==> config.mk <==
export PLATFORM = sky130hd
export DESIGN_NAME = hex_display_driver
export DESIGN_NICKNAME = d
export VERILOG_FILES = /design/src/rtl/hex_display_pkg.sv /design/src/rtl/hex_to_7seg.sv /design/src/rtl/hex_display_driver.sv
export SDC_FILE = /design/constraint.sdc
export NUM_CORES = 1
export LEC_CHECK = 0
export CORE_ASPECT_RATIO = 0.7
export CORE_UTILIZATION = 51
export DETAILED_ROUTE_END_ITERATION = 10
export GPL_ROUTABILITY_DRIVEN = 0
export GPL_TIMING_DRIVEN = 0
export HOLD_SLACK_MARGIN = 0.12
export PLACE_DENSITY = 0.84
export REMOVE_ABC_BUFFERS = 1
export SETUP_SLACK_MARGIN = 0.15
export SYNTH_ARGS = -nofsm -noshare
export SYNTH_HDL_FRONTEND = slang
export SYNTH_SLANG_ARGS = --single-unit
==> constraint.sdc <==
create_clock -name clk_i -period 5.03 [get_ports clk_i]
set_input_delay 0.503 -clock clk_i [delete_from_list [all_inputs] [get_ports clk_i]]
set_output_delay 0.503 -clock clk_i [all_outputs]
set_load 0.02 [all_outputs]
==> src/rtl/hex_display_pkg.sv <==
// Shared definitions for the eight-digit hex display driver.
// Contents: segment type, the sixteen active-low hex glyphs ({g,f,e,d,c,b,a}),
// the blank segment pattern and the all-digits-off anode pattern.
package hex_display_pkg;

    typedef logic [6:0] seg_t;

    localparam seg_t GLYPH_0 = 7'h40;
    localparam seg_t GLYPH_1 = 7'h79;
    localparam seg_t GLYPH_2 = 7'h24;
    localparam seg_t GLYPH_3 = 7'h30;
    localparam seg_t GLYPH_4 = 7'h19;
    localparam seg_t GLYPH_5 = 7'h12;
    localparam seg_t GLYPH_6 = 7'h02;
    localparam seg_t GLYPH_7 = 7'h78;
    localparam seg_t GLYPH_8 = 7'h00;
    localparam seg_t GLYPH_9 = 7'h10;
    localparam seg_t GLYPH_A = 7'h08;
    localparam seg_t GLYPH_B = 7'h03;
    localparam seg_t GLYPH_C = 7'h46;
    localparam seg_t GLYPH_D = 7'h21;
    localparam seg_t GLYPH_E = 7'h06;
    localparam seg_t GLYPH_F = 7'h0E;

    localparam seg_t       SEG_BLANK = 7'h7F;
    localparam logic [7:0] AN_OFF    = 8'hFF;

endpackage

==> src/rtl/hex_to_7seg.sv <==
// Combinational nibble-to-glyph decoder for a common-anode seven-segment digit.
// Ports:
//   nibble - 4-bit hex value
//   seg    - active-low segments {g,f,e,d,c,b,a}
module hex_to_7seg
    import hex_display_pkg::*;
(
    input  logic [3:0] nibble,
    output seg_t       seg
);

    always_comb begin
        seg = SEG_BLANK;
        case (nibble)
            4'h0: seg = GLYPH_0;
            4'h1: seg = GLYPH_1;
            4'h2: seg = GLYPH_2;
            4'h3: seg = GLYPH_3;
            4'h4: seg = GLYPH_4;
            4'h5: seg = GLYPH_5;
            4'h6: seg = GLYPH_6;
            4'h7: seg = GLYPH_7;
            4'h8: seg = GLYPH_8;
            4'h9: seg = GLYPH_9;
            4'hA: seg = GLYPH_A;
            4'hB: seg = GLYPH_B;
            4'hC: seg = GLYPH_C;
            4'hD: seg = GLYPH_D;
            4'hE: seg = GLYPH_E;
            4'hF: seg = GLYPH_F;
        endcase
    end

endmodule

==> src/rtl/hex_display_driver.sv <==
// Multiplexed eight-digit hex display driver (common anode, active-low).
// A snapshot of data_i is taken only at the end of the last digit slot of a
// frame, so one frame never mixes two words; hold_i suppresses that capture.
// Ports:
//   clk_i  - system clock, rising edge
//   rst_i  - synchronous active-high reset
//   data_i - 32-bit word to display
//   hold_i - 1 keeps the current snapshot
//   an_o   - digit enables, active-low, bit i = digit i (digit 0 = LS nibble)
//   seg_o  - segments, active-low {g,f,e,d,c,b,a}
//   dp_o   - decimal point, active-low; lit on digit 0 while holding
// Build option: define HEX_LEADING_ZERO_BLANK_EN to blank digits above the
// most significant non-zero nibble (digit 0 is always shown).
module hex_display_driver
    import hex_display_pkg::*;
#(
    parameter int unsigned DIGIT_CYCLES = 100000
) (
    input  logic        clk_i,
    input  logic        rst_i,
    input  logic [31:0] data_i,
    input  logic        hold_i,
    output logic [7:0]  an_o,
    output seg_t        seg_o,
    output logic        dp_o
);

    localparam int unsigned CntW = (DIGIT_CYCLES > 1) ? $clog2(DIGIT_CYCLES) : 1;

    logic [CntW-1:0] pcnt_q, pcnt_d;
    logic [2:0]      idx_q, idx_d;
    logic [31:0]     snap_q, snap_d;
    logic [7:0]      an_q, an_d;
    seg_t            seg_q, seg_d;
    logic            dp_q, dp_d;

    logic tc;
    logic blank;
    seg_t glyph;

    assign tc = (pcnt_q == CntW'(DIGIT_CYCLES - 1));

    always_comb begin
        pcnt_d = tc ? '0 : pcnt_q + CntW'(1);
        idx_d  = tc ? idx_q + 3'd1 : idx_q;
        snap_d = snap_q;
        // Capture only at the frame boundary so the next frame is consistent.
        if (tc && (idx_q == 3'd7) && !hold_i) begin
            snap_d = data_i;
        end
    end

    hex_to_7seg u_hex_to_7seg (
        .nibble (snap_q[{idx_q, 2'b00} +: 4]),
        .seg    (glyph)
    );

`ifdef HEX_LEADING_ZERO_BLANK_EN
    logic [2:0] msn;

    // Index of the most significant non-zero nibble; 0 when snap is zero.
    always_comb begin
        msn = '0;
        for (int i = 1; i < 8; i++) begin
            if (snap_q[4*i +: 4] != 4'h0) begin
                msn = 3'(i);
            end
        end
    end

    assign blank = (idx_q > msn);
`else
    assign blank = 1'b0;
`endif

    // Enable and segments are registered together so they switch on the same edge.
    always_comb begin
        an_d  = blank ? AN_OFF : ~(8'h01 << idx_q);
        seg_d = blank ? SEG_BLANK : glyph;
        dp_d  = !((idx_q == 3'd0) && hold_i);
    end

    always_ff @(posedge clk_i) begin
        if (rst_i) begin
            pcnt_q <= '0;
            idx_q  <= '0;
            snap_q <= '0;
            an_q   <= AN_OFF;
            seg_q  <= SEG_BLANK;
            dp_q   <= 1'b1;
        end else begin
            pcnt_q <= pcnt_d;
            idx_q  <= idx_d;
            snap_q <= snap_d;
            an_q   <= an_d;
            seg_q  <= seg_d;
            dp_q   <= dp_d;
        end
    end

    assign an_o  = an_q;
    assign seg_o = seg_q;
    assign dp_o  = dp_q;

endmodule

==> flow_metrics.env, run 1 <==
export IMPL_status="complete, no violations"
export IMPL_synth_edf_count=0
export IMPL_cts_buffer_depth=2
export IMPL_cts_buffers=9
export IMPL_overflow=0
export IMPL_numPortBuffers=50
export IMPL_ant_nets=0
export IMPL_insertion_delay_ns=0.34
export IMPL_h_tree_depth=3
export IMPL_drt_wl_total_um=5970
export IMPL_nets=424
export IMPL_initial_utilization=0.552
export IMPL_fin_util=0.683
export IMPL_rsz0062_at_grt="false"
export IMPL_placed_cells=437
export IMPL_route_vias_total=2372
export IMPL_fin_cells=453
export IMPL_cp_arrival_ns=3.20
export IMPL_postSynthAreaPerCell_um2=9.09
export IMPL_post_cts_buffers=0
export IMPL_crit_path_max_incr_delay_ns=0.85
export IMPL_num_io_pins=51
export IMPL_yosysWarnings=0
export IMPL_critical_path_buf_inv_count=1
export IMPL_routedWlPerCell_um=13.2
export IMPL_period_needed_ns=2.99
export IMPL_synthFlopType="dfxtp_1"
export IMPL_slowest_stage="mux2i_1"
export IMPL_drive_above_1_share=0.0945
export IMPL_core_rowCount=22
export IMPL_irDropWorstVdd_mv=0.182
export IMPL_synth_area_um2=3010
export IMPL_cts_resized=0
export IMPL_synth_async_reset_ratio=0
export IMPL_cts_root_buf="clkbuf_8"
export IMPL_synth_top_area_frac=0.453
export IMPL_avgViaCountPerCell=5.24
export IMPL_startpoint_type="flip-flop"
export IMPL_power_leakage_nw=1.42
export IMPL_hold_class="reg -> reg"
export IMPL_dieWidth_um=93.8
export IMPL_postCtsHoldBufs=0
export IMPL_core_um2=5450
export IMPL_fmax_mhz=335
export IMPL_drt_iter0_drc=98
export IMPL_first_pass_iters=4
export IMPL_maxSlewHeadroom=0.250
export IMPL_die_y_um=66.3
export IMPL_tightest_slew_ns=1.12
export IMPL_area_delta_synth_final_pct=23.7
export IMPL_crit_chain="mux4_2, mux2i_1, inv_1, a31oi_1, o21ai_0"
export IMPL_required_ns=5.24
export IMPL_cts_sinks=68
export IMPL_synthCells=331
export IMPL_crit_fanout=13
export IMPL_die_area_um2=6210
export IMPL_antenna_found_initial=0
export IMPL_cp_end_kind="flip-flop"
export IMPL_power_mw=1.05
export IMPL_p_per_area_nw_per_um2=283
export IMPL_setup_viol=0
export IMPL_ys_ff_latch=68
export IMPL_hpwl_um=4170
export IMPL_critPathKind="reg -> reg"
export IMPL_finalSetupTns_ns=0
export IMPL_grt_usage=0.212
export IMPL_drc=0
export IMPL_synth_area_top_cells="dfxtp_1 45%, nand2_1 10%, a21oi_1 5.0%"
export IMPL_maxCapViolations=0
export IMPL_layout_commonest_cell="nand2_1"
export IMPL_slew_violations=0
export IMPL_grt_start_max_net_pins=46
export IMPL_grt_pass1_wl_um=9770
export IMPL_post_route_period_util=0.594
export IMPL_grt_pass1_vias=2160
export IMPL_clk_pin_slew_ns=0.07
export IMPL_synth_top_cell_by_area="dfxtp_1"
export IMPL_crit_family="multiplexers"
export IMPL_cts_tree="yes"
export IMPL_synth_seq_area_share=0.453
export IMPL_antenna_cells=0
export IMPL_final_cell_mix="84 x nand2_1, 68 x dfxtp_1, 49 x clkdlybuf4s50_1"
export IMPL_hold_viol=0
export IMPL_fin_skew_ns=0.00637
export IMPL_ys_types=44
-- final cells by class --
type | count | area (µm²)
Tap cell | 72 | 90.1
Timing Repair Buffer | 51 | 510
Fill cell | 428 | 1730
Inverter | 9 | 33.8
Multi-Input combinational cell | 238 | 1520
Clock inverter | 1 | 30.0
Clock buffer | 14 | 173
Sequential cell | 68 | 1360
-- flip-flops by register name (all words and copies together), names as in the netlist --
signal,flops
seg_o,7
idx_q,3
snap_q,32
pcnt_q,17
dp_o,1
an_o,8
-- path summary, 6_finish.rpt --
kind,start,to,slack [ns],cells after the start
worst max-delay path,idx_q[0]$_SDFFE_PP0N_,seg_o[4]$_SDFF_PP1_,2.04,5
worst min-delay path,snap_q[0]$_SDFFE_PP0P_,snap_q[0]$_SDFFE_PP0P_,0.45,2
worst max register to register,idx_q[0]$_SDFFE_PP0N_,seg_o[4]$_SDFF_PP1_,2.04,5
worst min register to register,snap_q[0]$_SDFFE_PP0P_,snap_q[0]$_SDFFE_PP0P_,0.45,2
-- cells in the mapped netlist (all sizes together), types with 3 or more instances --
cell and n:
a21oi 36, a31oi 3, and3 5, buf 8
clkbuf 8, dfxtp 68, ha 12, inv 8
mux2i 10, mux4 6, nand2 84, nand3 5
nand4 4, nor2 21, nor2b 3, nor3 4
o21ai 5, or3 3, xnor2 8, xor2 6
-- metal layers --
layer / wire (µm) / track usage / vias to the layer above
li1: - / - / 1219
met1: 2810 / 0.265 / 1082
met2: 2740 / 0.329 / 62
met3: 325 / 0.0713 / 9
met4: 92 / 0.0981 / 0
met5: 0 / 0 / -
-- tightest hold or removal path, cell delays in order (launching register included) --
cell,delay [ns]
dfxtp_1,0.31
nand2_1,0.05
a21oi_1,0.05
-- kinds of logic (layout without fill, tap and decap cells) --
| logic type | Yosys count | after routing | share of synthesized area |
|---|---|---|---|
| adders and majority gates | 12 | 12 | 0.0499 |
| and+or+nand+nor | 141 | 141 | 0.223 |
| AOI/OAI and AO/OA | 53 | 53 | 0.106 |
| muxes | 18 | 18 | 0.0857 |
| xor gates and xnor gates | 14 | 14 | 0.0408 |
| buffers and inverters | 25 | 75 | 0.0416 |
| DFF | 68 | 68 | 0.453 |
-- stage by stage --
step	setup slack [ns]	hold WS, ns	cell area [µm²]
floorplan	2.58	0.418	2920
global placement	1.71	0.435	3510
detailed placement	2.08	0.443	3500
CTS	2.06	0.452	3700
global route	1.82	0.470	3720
finish	2.04	0.451	3720
-- power breakdown --
| part | internal [mW] | switching [mW] | total (mW) | leakage [nW] |
|---|---|---|---|---|
| Combinational | 0.0321 | 0.0211 | 0.0532 | 0.763 |
| Sequential | 0.544 | 0.00247 | 0.546 | 0.551 |
| Clock | 0.267 | 0.184 | 0.452 | 0.103 |
| Total | 0.843 | 0.208 | 1.05 | 1.42 |
Power figures use the tool's default switching activity.
==> run 2: changes to the inputs <==
- clock period: 5.03 -> 3 ns (I/O delays scaled with it)
==> flow_metrics.env, run 2 (synthesis gave the netlist of run 1 again) <==
export IMPL_status="complete, no violations"
export IMPL_crit_fanout=13
export IMPL_regArea_um2=1360
export IMPL_clk_pin_slew_ns=0.07
export IMPL_cts_sinks=68
export IMPL_maxSlewHeadroom=0.253
export IMPL_die_area_um2=6210
export IMPL_cts_root_buf="clkbuf_8"
export IMPL_multiInputGateArea_um2=1530
export IMPL_grt_usage=0.222
export IMPL_grt_pass1_vias=2199
export IMPL_routedWlPerCell_um=13.8
export IMPL_crit_start="idx_q[0]$_SDFFE_PP0N_"
export IMPL_r2r_start="idx_q[0]$_SDFFE_PP0N_"
export IMPL_drt_iter0_drc=143
export IMPL_core_um2=5450
export IMPL_antenna_cells=0
export IMPL_irDropWorstVdd_mv=0.305
export IMPL_hold_viol=0
export IMPL_fin_cells=455
export IMPL_power_leakage_nw=1.41
export IMPL_route_vias_total=2394
export IMPL_insertion_delay_ns=0.34
export IMPL_period_needed_ns=2.72
export IMPL_num_io_pins=51
export IMPL_initial_utilization=0.552
export IMPL_ant_nets=0
export IMPL_r2r_slack_ns=0.28
export IMPL_r2r_end="seg_o[3]$_SDFF_PP1_"
export IMPL_die_y_um=66.3
export IMPL_slew_violations=0
export IMPL_final_area_um2=3730
export IMPL_required_ns=3.18
export IMPL_holdPathEnd="snap_q[0]$_SDFFE_PP0P_"
export IMPL_p_per_area_nw_per_um2=473
export IMPL_hpwl_um=4170
export IMPL_placed_area_um2=3500
export IMPL_worstRegToRegCells=7
export IMPL_cts_buffers=9
export IMPL_regMostFlops="snap_q"
export IMPL_avgViaCountPerCell=5.26
export IMPL_largest_reg_flops=32
export IMPL_first_pass_iters=4
export IMPL_grt_start_max_net_pins=46
export IMPL_maxCapViolations=0
export IMPL_grt_pass1_wl_um=10200
export IMPL_overflow=0
export IMPL_final_cell_mix="84 x nand2_1, 66 x dfxtp_1, 49 x clkdlybuf4s50_1"
export IMPL_h_tree_depth=3
export IMPL_dieWidth_um=93.8
export IMPL_numPortBuffers=50
export IMPL_rsz0062_at_grt="false"
export IMPL_cp_arrival_ns=2.90
export IMPL_fin_skew_ns=0.00686
export IMPL_drive_above_1_share=0.104
export IMPL_cts_buffer_depth=2
export IMPL_post_route_period_util=0.905
export IMPL_layout_commonest_cell="nand2_1"
export IMPL_hold_path_cell_count=2
export IMPL_holdCritStartpoint="snap_q[0]$_SDFFE_PP0P_"
export IMPL_drt_wl_total_um=6290
export IMPL_critPathKind="reg -> reg"
export IMPL_hold_class="reg -> reg"
export IMPL_drc=0
export IMPL_placed_cells=437
export IMPL_setup_viol=0
export IMPL_antenna_found_initial=0
export IMPL_startpoint_type="flip-flop"
export IMPL_area_delta_synth_final_pct=24.2
export IMPL_fill_cells=424
export IMPL_nets=426
export IMPL_cp_end_kind="flip-flop"
export IMPL_tightest_slew_ns=1.12
export IMPL_fmax_mhz=368
export IMPL_core_rowCount=22
export IMPL_cts_tree="yes"
[run 2: what timing repair did]
item	in CTS	in global routing
endpoints found under the setup margin	22	35
endpoints found under the hold margin	0	0
buffers inserted	0	2
hold buffers	0	0
pin swaps	1	2
gates resized for setup	2	1
gates cloned	1	0
[run 2: worst max path at each step]
stage / to / slack, ns / cells after the start
6_report: seg_o[3]$_SDFF_PP1_ / 0.28 / 7
5_1_grt: snap_q[16]$_SDFFE_PP0P_ / 0.17 / 5
4_1_cts: seg_o[3]$_SDFF_PP1_ / 0.15 / 7
3_5_place_dp: seg_o[0]$_SDFF_PP1_ / 0.05 / 5
3_3_place_gp: pcnt_q[4]$_SDFF_PP0_ / -0.11 / 4
2_1_floorplan: seg_o[0]$_SDFF_PP1_ / 0.55 / 5
[run 2: metrics by stage]
stage	util	setup TNS, ns	power (mW)	hold WS [ns]	worst slack (ns)
detailed placement	0.643	0	1.03	0.443	0.0519
global placement	0.643	-1.67	1.03	0.435	-0.114
global route	0.685	0	1.83	0.470	0.172
floorplan	-	0	0.956	0.362	0.546
finish	0.685	0	1.77	0.451	0.284
CTS	0.682	0	1.78	0.452	0.151
[run 2: final cells by class]
class,instances,area share
Clock inverter,1,0.00804
Timing Repair Buffer,52,0.137
Multi-Input combinational cell,239,0.411
Clock buffer,14,0.0462
Inverter,9,0.00905
Tap cell,72,0.0241
Sequential cell,68,0.365
[run 2: power by group]
group	internal, mW	total, mW	switching (mW)	leakage (nW)
Clock	0.448	0.761	0.313	0.103
Combinational	0.0540	0.0900	0.0360	0.758
Sequential	0.912	0.916	0.00423	0.552
[run 2: critical path: stages (launching register included)]
cell and delay [ns]:
dfxtp_2 0.56, mux4_2 0.56, mux2i_1 0.41, inv_1 0.16, ha_1 0.26, a21boi_0 0.15
nor4b_1 0.36, a31oi_1 0.09
[run 2: metal layers]
layer  up-vias  part of all wire  track usage
li1       1228                 -            -
met1      1086              0.47        0.281
met2        72              0.45        0.342
met3         8             0.065       0.0759
met4         0             0.012       0.0981
met5         -                 0            0
